==> config.mk <==
export PLATFORM = sky130hd
export DESIGN_NAME = truth_sweep
export DESIGN_NICKNAME = d
export VERILOG_FILES = /design/src/rtl/truth_sweep.sv
export SDC_FILE = /design/constraint.sdc
export NUM_CORES = 1
export LEC_CHECK = 0
export CORE_ASPECT_RATIO = 0.5
export CORE_MARGIN = 4
export CORE_UTILIZATION = 33
export CTS_BUF_LIST = sky130_fd_sc_hd__clkbuf_4 sky130_fd_sc_hd__clkbuf_8
export CTS_CLUSTER_DIAMETER = 50
export CTS_CLUSTER_SIZE = 14
export DETAILED_ROUTE_END_ITERATION = 16
export PLACE_DENSITY_LB_ADDON = 0.05
export SLEW_MARGIN = 20
export SYNTH_ARGS = -nofsm -noshare
export SYNTH_HDL_FRONTEND = slang
export SYNTH_SLANG_ARGS = --single-unit
==> constraint.sdc <==
create_clock -name clk -period 1.7 [get_ports clk]
set_input_delay 0.17 -clock clk [delete_from_list [all_inputs] [get_ports clk]]
set_output_delay 0.17 -clock clk [all_outputs]
set_load 0.01 [all_outputs]
==> src/rtl/truth_sweep.sv <==
// rtl/truth_sweep.sv - truth-table sweeper for a 3-input combinational DUT
// Optional result compare enabled by defining SWEEP_CHECK_EN.
module truth_sweep #(
  parameter int HOLD = 2
) (
  input  logic       clk,
  input  logic       rst_n,
  input  logic       start,
  input  logic       abort,
  output logic       a,
  output logic       b,
  output logic       c,
  input  logic       y,
  output logic       busy,
  output logic       done,
  output logic [7:0] table_out
`ifdef SWEEP_CHECK_EN
  ,
  input  logic [7:0] expected,
  output logic       mismatch
`endif
);

  typedef enum logic [1:0] {IDLE, DRIVE, DONE} state_t;

  localparam logic [7:0] HOLD_LAST = 8'(HOLD - 1);

  state_t     state, state_n;
  logic [2:0] idx;
  logic [7:0] hold_cnt;
  logic [2:0] abc;
  logic       accept, clear, capture;
  logic [7:0] table_n;

  always_ff @(posedge clk or negedge rst_n) begin
    if (!rst_n) state <= IDLE;
    else        state <= state_n;
  end

  always_comb begin
    state_n = state;
    accept  = 1'b0;
    clear   = 1'b0;
    capture = 1'b0;
    table_n = table_out;
    table_n[idx] = y;
    case (state)
      IDLE: begin
        if (abort) clear = 1'b1;
        else if (start) begin
          accept  = 1'b1;
          state_n = DRIVE;
        end
      end
      DRIVE: begin
        if (abort) begin
          clear   = 1'b1;
          state_n = IDLE;
        end else if (hold_cnt == HOLD_LAST) begin
          capture = 1'b1;
          if (idx == 3'd7) state_n = DONE;
        end
      end
      DONE: begin
        if (abort) clear = 1'b1;
        state_n = IDLE;
      end
      default: state_n = IDLE;
    endcase
  end

  // abc mirrors idx while driving and is forced to 000 outside DRIVE
  always_ff @(posedge clk or negedge rst_n) begin
    if (!rst_n) begin
      idx       <= 3'd0;
      hold_cnt  <= 8'd0;
      abc       <= 3'd0;
      table_out <= 8'd0;
    end else if (accept || clear) begin
      idx       <= 3'd0;
      hold_cnt  <= 8'd0;
      abc       <= 3'd0;
      table_out <= 8'd0;
    end else if (state == DRIVE) begin
      if (capture) begin
        table_out <= table_n;
        hold_cnt  <= 8'd0;
        if (idx != 3'd7) begin
          idx <= idx + 3'd1;
          abc <= idx + 3'd1;
        end else begin
          idx <= 3'd0;
          abc <= 3'd0;
        end
      end else begin
        hold_cnt <= hold_cnt + 8'd1;
      end
    end
  end

`ifdef SWEEP_CHECK_EN
  always_ff @(posedge clk or negedge rst_n) begin
    if (!rst_n)                        mismatch <= 1'b0;
    else if (accept || clear)          mismatch <= 1'b0;
    else if (capture && idx == 3'd7)   mismatch <= (table_n != expected);
  end
`endif

  assign a    = abc[2];
  assign b    = abc[1];
  assign c    = abc[0];
  assign busy = (state == DRIVE);
  assign done = (state == DONE);

endmodule

==> results.yml <==
layout:
  fin_nets: 170
  synthToLayoutAreaGrowth_pct: 52.2
  diodes: 0
  drive_above_1_share_pct: 38.8
  stdcell_count: 208
cts:
  numClockSinks: 21
  clk_pin_slew_ns: 0.08
  cts_tree: "yes"
  clockBufferDepth: 2
  clock_latency_ns: 0.26
  root_buffer: "clkbuf_8"
  ctsHoldBuffers: 0
  h-tree-depth: 1
  numCtsBuffers: 3
detailed_routing:
  drtPass1Iterations: 2
  viasPerCell: 4.84
  postRouteAntennaNets: 0
  drc: 0
  vias: 1006
  post_drt_wl_per_cell_um: 13.7
  routed_wl_mm: 2.84
  drt_iter0_markers: 16
placed_design:
  dp_cells: 198
  gp_congestion: 0.790
  dp_hpwl_mm: 2.04
  port_buffers: 17
outcome:
  status: "finished with violations"
  violations: "setup timing"
synthesis:
  synthMuxAreaShare_pct: 9.04
  ys_warn_count: 0
  synth_fa_ha_area_share_pct: 4.31
  async_reset_ff_share_pct: 100
  yosysTopAreaCell: "dfrtp_1"
  synth_top_family_by_area: "simple AND/OR/NAND/NOR gates"
  yosys.cell_types.count: 36
  yosys-top-cells-area: "dfrtp_1 (45%), mux2_2 (7.8%), ha_1 (4.3%)"
  netlist_area_mm2: 0.00116
  syn_nets: 117
  synth-edff-count: 0
  ys.flop_type: "dfrtp_1"
  synth-xor-area-share_pct: 3.01
  synth-compound-area-share_pct: 9.26
  synth_top_area_share_pct: 45.2
  post-synth-top-count-cell: "dfrtp_1"
  syn_area_per_cell_um2: 10.8
  yosys-top-cells-count: "dfrtp_1 (21), mux2_2 (8), and3_1 (7), nor2_1 (7)"
  ys_ff_latch: 21
  yosysSeqAreaShare_pct: 45.2
  synthCells: 108
  synthSimpleGateAreaFrac_pct: 28.2
global_route:
  grt_usage_pct: 13.4
  grt_pass1_vias: 1020
  overflow: 0
  grt_max_degree: 22
  antenna_found_initial: 0
  grt_pass1_wl_mm: 4.89
setup_path:
  critPathKind: "flop to flop"
  worstReg2RegStart: "hold_cnt[1]"
  worst_setup_path_end_kind: "flop"
  arrival_ns: 2.02
  cp.required_ns: 1.86
  regToRegSetupSlack_ns: -0.16
  cp_max_fo: 5
  start_kind: "flop"
  r2r_end: "table_out[4]"
  r2r_cells: 8
floorplanning:
  ios: 18
  die_h_um: 50.0
  fp.dieW_um: 91.9
  dieArea_mm2: 0.00459
  rows: 14
  coreArea_mm2: 0.00319
  initial_utilization_pct: 36.5
sta:
  rsz0062_at_grt: "yes"
  fmax_ghz: 0.537
  period_needed_ns: 1.86
  fin_ws_ns: -0.162
  finalMaxSlewViolations: 0
  report.final.setup_viol: 9
  finalCritPeriodShare_pct: 110
  finalHoldViolCount: 0
  skew_ns: 0.00504
  tightestPinTransition_ns: 0.378
  slew_headroom_pct: 74.8
pwr:
  total_power_mw: 0.993
  power.density_mw_per_mm2: 561
  peakVddDrop_uv: 227
  cellLeakagePower_nw: 0.825
worst_hold_path:
  hold_class: "input pin to asynchronous set/reset pin"
job:
  maxCapViolCount: 0
[cell usage in the layout (no fill, tap or decap), types with 2 or more instances in the layout]
cell type,count
a31oi_1,2
dfrtp_1,21
nor2_1,7
nand3_1,3
clkbuf_8,3
xnor2_1,3
o21bai_1,2
buf_6,2
nor4_4,3
ha_1,3
nand2_1,5
nor2b_1,3
clkdlybuf4s50_1,15
mux2_2,5
and3_2,2
and3_1,7
o21ai_0,4
buf_4,29
inv_1,2
nand4_1,3
mux2_4,4
a21oi_1,5
nand2b_1,2
[worst max path at each step]
stage,startpoint,to
2_1_floorplan,hold_cnt[1],table_out[5]
3_3_place_gp,abort,table_out[0]
3_5_place_dp,abort,table_out[1]
4_1_cts,hold_cnt[1],table_out[5]
5_1_grt,hold_cnt[1],table_out[4]
6_report,hold_cnt[1],table_out[4]
[cell families (layout without fill, tap and decap cells)]
kind of cell	after synthesis	count (layout)
AOI/OAI and AO/OA	18	18
xor gates and xnor gates	4	4
adders and majority gates	4	4
buffers and inverters	3	55
DFF	21	21
muxes	9	9
and+or+nand+nor	49	49
[power breakdown]
part,internal (mW),total [mW],leakage (nW),switching [mW]
Clock,0.163,0.337,0.0255,0.174
Combinational,0.0722,0.143,0.509,0.0707
Sequential,0.505,0.513,0.291,0.00759
[layout make-up]
cell class | count | area (um2)
fill | 298 | 1420
clock buffer | 3 | 41.3
inverter | 3 | 11.3
clock inverter | 1 | 5.00
tap | 48 | 60.1
timing repair buffer | 48 | 412
sequential | 21 | 526
multi-input combinational | 84 | 714
[routing by layer]
metal  track usage (%)  vias to the layer above  wire (um)
met5                 0                        -          0
met4              2.22                        0          8
met3              3.95                        2        117
met2              21.6                       14       1300
met1              18.0                      482       1420
li1                  -                      508          -
[stage by stage]
step | area, um2 | TNS [ns] | setup WS (ns) | utilization [%] | hold WS (ns)
3_5_place_dp | 1580 | -1.60 | -0.221 | 49.6 | 0.543
3_3_place_gp | 1580 | -1.49 | -0.215 | 49.6 | 0.546
4_1_cts | 1660 | -1.05 | -0.188 | 52.2 | 0.251
6_report | 1770 | -0.871 | -0.162 | 55.5 | 0.245
5_1_grt | 1770 | -2.05 | -0.263 | 55.5 | 0.281
2_1_floorplan | 1160 | -0.151 | -0.127 | - | -0.126
[critical path, cell delays in order (launching register included)]
cell and delay, ns:
dfrtp_1 0.39, inv_2 0.08, ha_4 0.12, nor4b_4 0.16, buf_4 0.17, nand3_4 0.10, buf_6 0.16, nor4_4 0.26
mux2_4 0.32
[repair_timing]
item / 4_1_cts / 5_1_grt
setup buffers: 2 / 4
resized for setup: 5 / 16
pin swaps: 2 / 1
setup endpoints to repair: 9 / 18
[state kept, by name (all words and copies together), names as in the netlist]
signal / flops
hold_cnt: 8
table_out: 8
abc: 3
state: 2
Note: power is estimated with default switching activity, not from simulation.
